<file path="config.mk">
export PLATFORM = sky130hd
export DESIGN_NAME = alu_status_stage
export DESIGN_NICKNAME = d
export VERILOG_FILES = /design/src/rtl/alu_status_stage.sv
export SDC_FILE = /design/constraint.sdc
export NUM_CORES = 1
export LEC_CHECK = 0
export CAP_MARGIN = 25
export CORE_MARGIN = 8
export CORE_UTILIZATION = 35
export DETAILED_ROUTE_END_ITERATION = 10
export GPL_TIMING_DRIVEN = 0
export PLACE_DENSITY = 0.73
export RECOVER_POWER = 50
export SETUP_SLACK_MARGIN = 0.3
export SLEW_MARGIN = 0
export SYNTH_ARGS = -nofsm -noshare
export SYNTH_HDL_FRONTEND = slang
export SYNTH_SLANG_ARGS = --single-unit
</file>
<file path="constraint.sdc">
create_clock -name clk -period 3.7 [get_ports clk]
set_clock_uncertainty 0.15 [all_clocks]
set_input_delay 0.37 -clock clk [delete_from_list [all_inputs] [get_ports clk]]
set_output_delay 0.37 -clock clk [all_outputs]
set_load 0.02 [all_outputs]
</file>
<file path="src/rtl/alu_status_stage.sv">
// Registered status stage behind the 16-bit adder: holds result and flags behind valid/ready,
// tracks sticky overflow and a saturating overflow count, and evaluates condition codes.
// Optional ALU_STATUS_FLAG_CHECK_EN adds a flag_err output that cross-checks zero/sign/parity.
module alu_status_stage #(
  parameter int DATA_W    = 16,
  parameter int OVF_CNT_W = 8
) (
  input  logic                 clk,
  input  logic                 rst_n,
  input  logic                 in_valid,
  output logic                 in_ready,
  input  logic [DATA_W-1:0]    in_z,
  input  logic                 in_sign,
  input  logic                 in_zero,
  input  logic                 in_overflow,
  input  logic                 in_carry,
  input  logic                 in_parity,
  output logic                 out_valid,
  input  logic                 out_ready,
  output logic [DATA_W-1:0]    out_z,
  output logic [4:0]           out_flags,
  input  logic [3:0]           cond_sel,
  output logic                 cond_true,
  output logic                 sticky_ovf,
  output logic [OVF_CNT_W-1:0] ovf_count,
  input  logic                 clr_sticky
`ifdef ALU_STATUS_FLAG_CHECK_EN
  ,
  output logic                 flag_err
`endif
);

  typedef enum logic [3:0] {
    CC_EQ = 4'd0,  CC_NE = 4'd1,  CC_CS = 4'd2,  CC_CC = 4'd3,
    CC_MI = 4'd4,  CC_PL = 4'd5,  CC_VS = 4'd6,  CC_VC = 4'd7,
    CC_HI = 4'd8,  CC_LS = 4'd9,  CC_GE = 4'd10, CC_LT = 4'd11,
    CC_GT = 4'd12, CC_LE = 4'd13, CC_PE = 4'd14, CC_AL = 4'd15
  } cond_e;

  logic accept;
  logic ovf_event;
  logic f_s, f_z, f_v, f_c, f_p;

  assign in_ready  = ~out_valid | out_ready;
  assign accept    = in_valid & in_ready;
  assign ovf_event = accept & in_overflow;

  // NOTE: state registers use non-blocking assignments so every flop samples pre-edge values.
  always_ff @(posedge clk or negedge rst_n) begin
    if (!rst_n) begin
      out_valid <= 1'b0;
      out_z     <= '0;
      out_flags <= '0;
    end else begin
      if (accept) begin
        out_valid <= 1'b1;
        out_z     <= in_z;
        out_flags <= {in_sign, in_zero, in_overflow, in_carry, in_parity};
      end else if (out_ready) begin
        // Word consumed with nothing behind it; data is kept for observation.
        out_valid <= 1'b0;
      end
    end
  end

  // An overflow accept in the same cycle as a clear restarts the count at one.
  always_ff @(posedge clk or negedge rst_n) begin
    if (!rst_n) begin
      sticky_ovf <= 1'b0;
      ovf_count  <= '0;
    end else if (clr_sticky) begin
      sticky_ovf <= ovf_event;
      ovf_count  <= ovf_event ? OVF_CNT_W'(1) : '0;
    end else if (ovf_event) begin
      sticky_ovf <= 1'b1;
      if (!(&ovf_count)) ovf_count <= ovf_count + OVF_CNT_W'(1);
    end
  end

`ifdef ALU_STATUS_FLAG_CHECK_EN
  always_ff @(posedge clk or negedge rst_n) begin
    if (!rst_n) begin
      flag_err <= 1'b0;
    end else if (accept) begin
      flag_err <= (in_zero != ~|in_z) | (in_sign != in_z[DATA_W-1]) | (in_parity != ~^in_z);
    end
  end
`endif

  assign {f_s, f_z, f_v, f_c, f_p} = out_flags;

  // NOTE: cond_true gets a default first so no path through the case can infer a latch.
  always_comb begin
    cond_true = 1'b0;
    unique case (cond_e'(cond_sel))
      CC_EQ: cond_true = f_z;
      CC_NE: cond_true = ~f_z;
      CC_CS: cond_true = f_c;
      CC_CC: cond_true = ~f_c;
      CC_MI: cond_true = f_s;
      CC_PL: cond_true = ~f_s;
      CC_VS: cond_true = f_v;
      CC_VC: cond_true = ~f_v;
      CC_HI: cond_true = f_c & ~f_z;
      CC_LS: cond_true = ~f_c | f_z;
      CC_GE: cond_true = (f_s == f_v);
      CC_LT: cond_true = (f_s != f_v);
      CC_GT: cond_true = ~f_z & (f_s == f_v);
      CC_LE: cond_true = f_z | (f_s != f_v);
      CC_PE: cond_true = f_p;
      CC_AL: cond_true = 1'b1;
      default: cond_true = 1'b0;
    endcase
  end

endmodule
</file>
==> results of run 1 <==
[report_power, final]
part           switching [W]  internal (W)  total (W)
combinational       0.000116      0.000131   0.000247
clock               0.000116      0.000146   0.000261
sequential         0.0000245      0.000376   0.000401
[metrics by stage]
stage / std cells / hold WS (ns) / cell area (sq um) / worst slack [ns] / util, %
after CTS: 241 / 0.338 / 2240 / 0.866 / 55.6
after detailed placement: 234 / 0.324 / 2150 / 0.874 / 53.4
final: 241 / 0.328 / 2210 / 0.863 / 54.9
after global routing: 241 / 0.345 / 2210 / 0.741 / 54.9
after global placement: 233 / 0.325 / 2120 / 0.937 / 52.7
after floorplan: 124 / -0.0756 / 1470 / 1.76 / -
[cell families after synthesis]
logic type	synth area share (%)
AND/OR/NAND/NOR	14.3
AO/OA/AOI/OAI	9.44
XOR/XNOR	1.79
buffers and inverters	2.72
flip-flops	52.7
adder cells (fa/ha/maj)	0.850
multiplexers	18.2
[synthesized netlist by cell type (all sizes together) (2+ instances only)]
master / count
and3: 2
and4: 2
mux2: 22
mux2i: 2
or4: 3
nor4: 3
nor2b: 3
nand2: 10
nand3: 3
buf: 3
xnor2: 3
nand2b: 2
nand4: 2
a21oi: 4
inv: 5
nor2: 2
dfrtp: 31
clkbuf: 2
a31oi: 2
o21ai: 3
o211ai: 2
[critical path: cells and delay by family]
family	cells	cell delay, ns
buffers and inverters	2	1.24
AO/OA/AOI/OAI	3	0.58
XOR/XNOR	1	0.13
[sequential cells by signal (all words and copies together), names as in the netlist]
| name | flops |
|---|---|
| out_z | 16 |
| ovf_count | 8 |
| out_flags | 5 |
| out_valid | 1 |
| sticky_ovf | 1 |
[layout make-up]
class | instances | share of cell area [%]
Buffer | 5 | 0.905
Inverter | 5 | 0.848
Multi-Input combinational cell | 83 | 29.5
Clock inverter | 1 | 0.226
Sequential cell | 31 | 35.1
Timing Repair Buffer | 60 | 26.9
Clock buffer | 6 | 3.73
Tap cell | 50 | 2.83
[layer usage]
layer / routed length [um] / vias to the layer above / global-route usage, %
li1: - / 589 / -
met1: 1560 / 614 / 14.5
met2: 2000 / 60 / 20.0
met3: 406 / 4 / 5.63
met4: 22 / 0 / 3.39
met5: 0 / - / 0
[worst max path at each step]
stage,endpoint,slack (ns),cells past startpoint
floorplan,cond_true,1.76,4
global route,cond_true,0.74,6
CTS,cond_true,0.87,6
global placement,cond_true,0.94,6
finish,cond_true,0.86,6
detailed placement,cond_true,0.87,6
==> impl_metrics.csv, run 1 <==
group,metric,value,unit
finish,drive_gt1_share,18.8,%
clock_network,insertion_delay,0.27,ns
timing,fmax,353,MHz
clock_network,htreeDepth,2,
synthesis,synthCells,124,
detailed_routing,antenna_left,0,
floorplan,num_rows,23,
clock_network,cts.sinks,31,
timing,hold_viol,0,
synthesis,synth-main-ff-cell,"dfrtp_1",
worst_setup_path,crit_required,3.18,ns
floorplan,io_pins,63,
clock_network,postCtsHoldBufs,0,
floorplan,dieWidth,80.8,um
clock_network,cts_buffers,5,
finish,multi_input_area,653,sq um
clock_network,clkTransAtPathRegs,0.06,ns
timing,slew_headroom,33.2,%
detailed_routing,firstDrtPassIters,4,
synthesis,ys_ff_latch,31,
placement,port_buffers,59,
timing,slew_viol_final,0,
detailed_routing,viasPerCell,5.26,
synthesis,synth-edff-count,0,
timing,setup_viol,0,
worst_setup_path,rr_worst_depth,4,
synthesis,synthesis.nets,155,
worst_setup_path,end_kind,"output pin",
synthesis,yosys_warnings,0,
clock_network,cts_root_buf,"clkbuf_8",
worst_setup_path,crit_arrival,2.32,ns
worst_setup_path,crit_path_max_incr_delay,0.64,ns
worst_setup_path,ff2ff_setup_slack,1.83,ns
synthesis,synthTopCellsByArea,"dfrtp_1 (53%), mux2_2 (17%), nand2_1 (2.3%)",
global_route,grt_pass1_wl,6410,um
placement,dp_hpwl,3110,um
detailed_routing,drt_iter0_drc,62,
worst_setup_path,critPathKind,"input pin to output pin",
clock_network,cts_tree,"built",
timing,period_needed,2.84,ns
finish,antenna_cells,0,
synthesis,syn_avg_cell_area,11.9,sq um
detailed_routing,wl_per_cell,16.6,um
detailed_routing,wirelength,3990,um
worst_setup_path,critPathSlowestCell,"clkdlybuf4s50_1",
worst_setup_path,worstPathMaxFanout,7,
worst_setup_path,r2r_start,"ovf_count[0]",
min_path,hold_start,"sticky_ovf",
global_route,antenna_found_initial,0,
pwr,leakage,0.898,nW
min_path,hold-path-endpoint,"sticky_ovf",
finish,syn_to_final_growth,50.3,%
worst_setup_path,r2r_end,"ovf_count[3]",
timing,tns,0,ns
synthesis,syn_area,1470,sq um
floorplan,start_util,36.5,%
timing,rsz0062_at_grt,"no",
clock_network,post_cts_resized,0,
synthesis,synth_top_area_share,52.7,%
global_route,grt_overflow_total,0,
timing,tightest_slew,1.00,ns
synthesis,ys_types,39,
finish,seq_area,776,sq um
detailed_routing,vias,1267,
worst_setup_path,start_kind,"input pin",
worst_setup_path,crit_chain,"clkdlybuf4s50_1, xnor2_1, a221oi_1, a311oi_1, o211ai_1, clkdlybuf4s50_1",
timing,post-route-period-util,76.7,%
finish,final_common_cell,"clkdlybuf4s50_1",
finish,layout_common_cells,"clkdlybuf4s50_1 (48), dfrtp_1 (31), mux2_2 (22)",
worst_setup_path,cp_common_cell,"clkdlybuf4s50_1",
min_path,hp-class,"register to register",
floorplan,die_y,80.8,um
synthesis,yosysSeqAreaShare,52.7,%
floorplan,core,4030,sq um
synthesis,async_flop_share,100,%
worst_setup_path,cp-startpoint,"cond_sel[0]",
synthesis,synth_area_leader_cell,"dfrtp_1",
pwr,vdd_ir_drop_max,220,uV
finish,n_fill_cell,355,
run_status,status,"finished, final reports clean",
floorplan,die_area,6540,sq um
global_route,first_global_vias,1288,
flow_run,maxCapViolCount,0,
finish,nets,222,
clock_network,cts_setup_buffers,0,
pwr,power_density,411,nW/um^2
global_route,grt_max_degree,20,
min_path,whs_path_depth,1,
clock_network,clk_path_buf_depth,2,
placement,gp_congestion,0.821,
detailed_routing,drc_errors,0,
global_route,track_usage,12.3,%
pwr,total_power,0.000909,W
Note: power is estimated with default switching activity, not from simulation.
==> inputs of run 2 (changes only) <==
--- a/config.mk
+++ b/config.mk
@@ -10,7 +10,7 @@
 export CORE_UTILIZATION = 35
 export DETAILED_ROUTE_END_ITERATION = 10
 export GPL_TIMING_DRIVEN = 0
-export PLACE_DENSITY = 0.73
+export PLACE_DENSITY = 0.76
 export RECOVER_POWER = 50
 export SETUP_SLACK_MARGIN = 0.3
 export SLEW_MARGIN = 0
==> constraint.sdc (replaced) <==
create_clock -name clk -period 2.4 [get_ports clk]
set_clock_uncertainty 0.15 [all_clocks]
set_input_delay 0.24 -clock clk [delete_from_list [all_inputs] [get_ports clk]]
set_output_delay 0.24 -clock clk [all_outputs]
set_load 0.02 [all_outputs]
==> run 2 against run 1 <==
Effect of this change:
- sequential share of layout area decreased by 0.45 points
- sequential power increased by 54%
- wire length is 1.4% higher
- final cell count is 1.2% higher
- register-to-register slack got worse by 1.3 ns
- critical path depth fell by 1
- non-clock buffer count increased by 3
- combinational power rose by 65%
- flip-flop and latch count unchanged
- setup slack got worse by 0.55 ns
- hold slack lost 0.098 ns
- power is 57% higher
- critical path type is now register to output pin
- largest power group unchanged
==> impl_metrics.csv, run 2 (same netlist as run 1, synthesis figures left out) <==
group,metric,value,unit
run_status,status,"finished, final reports clean",
placement,dp_slack,-0.217,ns
worst_setup_path,crit_required,2.01,ns
timing,period_needed,2.09,ns
finish,multi_input_area,664,sq um
detailed_routing,firstDrtPassIters,4,
global_route,grt_max_degree,17,
detailed_routing,wl_per_cell,16.6,um
timing,setup_viol,0,
global_route,track_usage,12.7,%
detailed_routing,wirelength,4050,um
detailed_routing,drt_iter0_drc,84,
worst_setup_path,crit_arrival,1.70,ns
worst_setup_path,worstPathMaxFanout,2,
detailed_routing,vias,1300,
finish,syn_to_final_growth,52.6,%
clock_network,htreeDepth,2,
finish,nets,225,
finish,final_common_cell,"clkdlybuf4s50_1",
detailed_routing,drc_errors,0,
placement,port_buffers,59,
floorplan,io_pins,63,
worst_setup_path,cpLargestDelayFamily,"flip-flops",
worst_setup_path,critPathKind,"register to output pin",
clock_network,cts.sinks,31,
detailed_routing,antenna_left,0,
global_route,antenna_found_initial,0,
timing,slew_headroom,44.4,%
clock_network,cts_tree,"built",
placement,gp_congestion,0.852,
floorplan,num_rows,23,
detailed_routing,viasPerCell,5.33,
global_route,grt_pass1_wl,6560,um
clock_network,cts_buffers,5,
global_route,grt_overflow_total,0,
finish,n_fill_cell,339,
clock_network,clkTransAtPathRegs,0.06,ns
worst_setup_path,crit_path_max_incr_delay,0.42,ns
finish,antenna_cells,0,
finish,drive_gt1_share,21.6,%
timing,slew_viol_final,0,
min_path,hp-class,"input pin to register",
floorplan,die_y,80.8,um
pwr,leakage,0.918,nW
finish,reg_top3,"out_z: 16 flops, ovf_count: 8 flops, out_flags: 5 flops",
worst_setup_path,crit_buf_inv,1,
finish,final_cells,244,
worst_setup_path,end_kind,"output pin",
finish,largest_reg_flops,16,
worst_setup_path,critPathSlowestCell,"dfrtp_2",
floorplan,core,4030,sq um
finish,layout_common_cells,"clkdlybuf4s50_1 (54), dfrtp_1 (30), mux2_2 (22)",
worst_setup_path,crit_chain,"xnor2_2, mux2i_2, or4_1, o211ai_1, buf_4",
timing,post-route-period-util,87.0,%
clock_network,clk_path_buf_depth,2,
floorplan,start_util,36.5,%
global_route,first_global_vias,1340,
placement,dp_hpwl,3150,um
placement,dp.cells,234,
flow_run,maxCapViolCount,0,
finish,top_register,"out_z",
pwr,power_density,636,nW/um^2
finish,seq_area,777,sq um
timing,rsz0062_at_grt,"yes",
timing,tns,0,ns
timing,tightest_slew,0.834,ns
floorplan,dieWidth,80.8,um
worst_setup_path,start_kind,"register",
timing,layout_setup_ws,0.313,ns
clock_network,cts_root_buf,"clkbuf_8",
clock_network,insertion_delay,0.28,ns
timing,fmax,479,MHz
timing,hold_viol,0,
floorplan,die_area,6540,sq um
pwr,vdd_ir_drop_max,327,uV
run 2: changes by cell type in the layout (fill, tap and decap cells not counted), sizes merged:
| cell | before | now |
|---|---|---|
| buf | 2 | 5 |
| dlygate4sd2 | 0 | 1 |
| clkbuf | 10 | 11 |
| clkdlybuf4s50 | 48 | 54 |
| dlygate4sd3 | 11 | 2 |
| dlymetal6s2s | 0 | 1 |
run 2: worst paths after layout:
check	start	end	slack, ns	cells after the start
worst max register to register	ovf_count[4]	ovf_count[5]	0.53	4
max in group asynchronous	rst_n	out_flags[2]	0.54	2
worst min-delay path	clr_sticky	ovf_count[2]	0.23	2
worst max-delay path	out_flags[2]	cond_true	0.31	5
worst min register to register	sticky_ovf	sticky_ovf	0.34	1
min in group asynchronous	rst_n	ovf_count[5]	0.32	1
run 2: area by class of cell:
| class | count | area share [%] |
|---|---|---|
| Tap cell | 50 | 2.79 |
| Inverter | 5 | 0.836 |
| Timing Repair Buffer | 63 | 27.4 |
| Clock inverter | 1 | 0.223 |
| Clock buffer | 6 | 3.68 |
| Multi-Input combinational cell | 83 | 29.6 |
| Sequential cell | 31 | 34.6 |
| Buffer | 5 | 0.836 |
run 2: metrics by stage:
stage	power, W	hold slack, ns	instance area [sq um]	utilization (%)
6_report	0.00143	0.229	2240	55.7
5_1_grt	0.00152	0.239	2240	55.7
4_1_cts	0.00145	0.219	2240	55.6
3_5_place_dp	0.00103	0.331	2140	53.1
3_3_place_gp	0.00101	0.325	2120	52.7
2_1_floorplan	0.000810	-0.206	1470	-
run 2: where the power goes:
group / internal [W] / switching, W
combinational: 0.000221 / 0.000186
sequential: 0.000580 / 0.0000385
clock: 0.000224 / 0.000177
run 2: routing by layer:
metal	track usage [%]	wire, um
met5	0	0
met2	21.7	2080
met3	5.19	357
met1	14.1	1560
met4	4.29	51
run 2: what timing repair did:
| item | 4_1_cts | 5_1_grt |
|---|---|---|
| setup endpoints to repair | 1 | 1 |
| hold buffers | 0 | 0 |
| setup buffers | 1 | 2 |
| pin swaps | 0 | 1 |
| gates resized for setup | 7 | 3 |
| hold endpoints to repair | 0 | 0 |
| cloned | 0 | 0 |
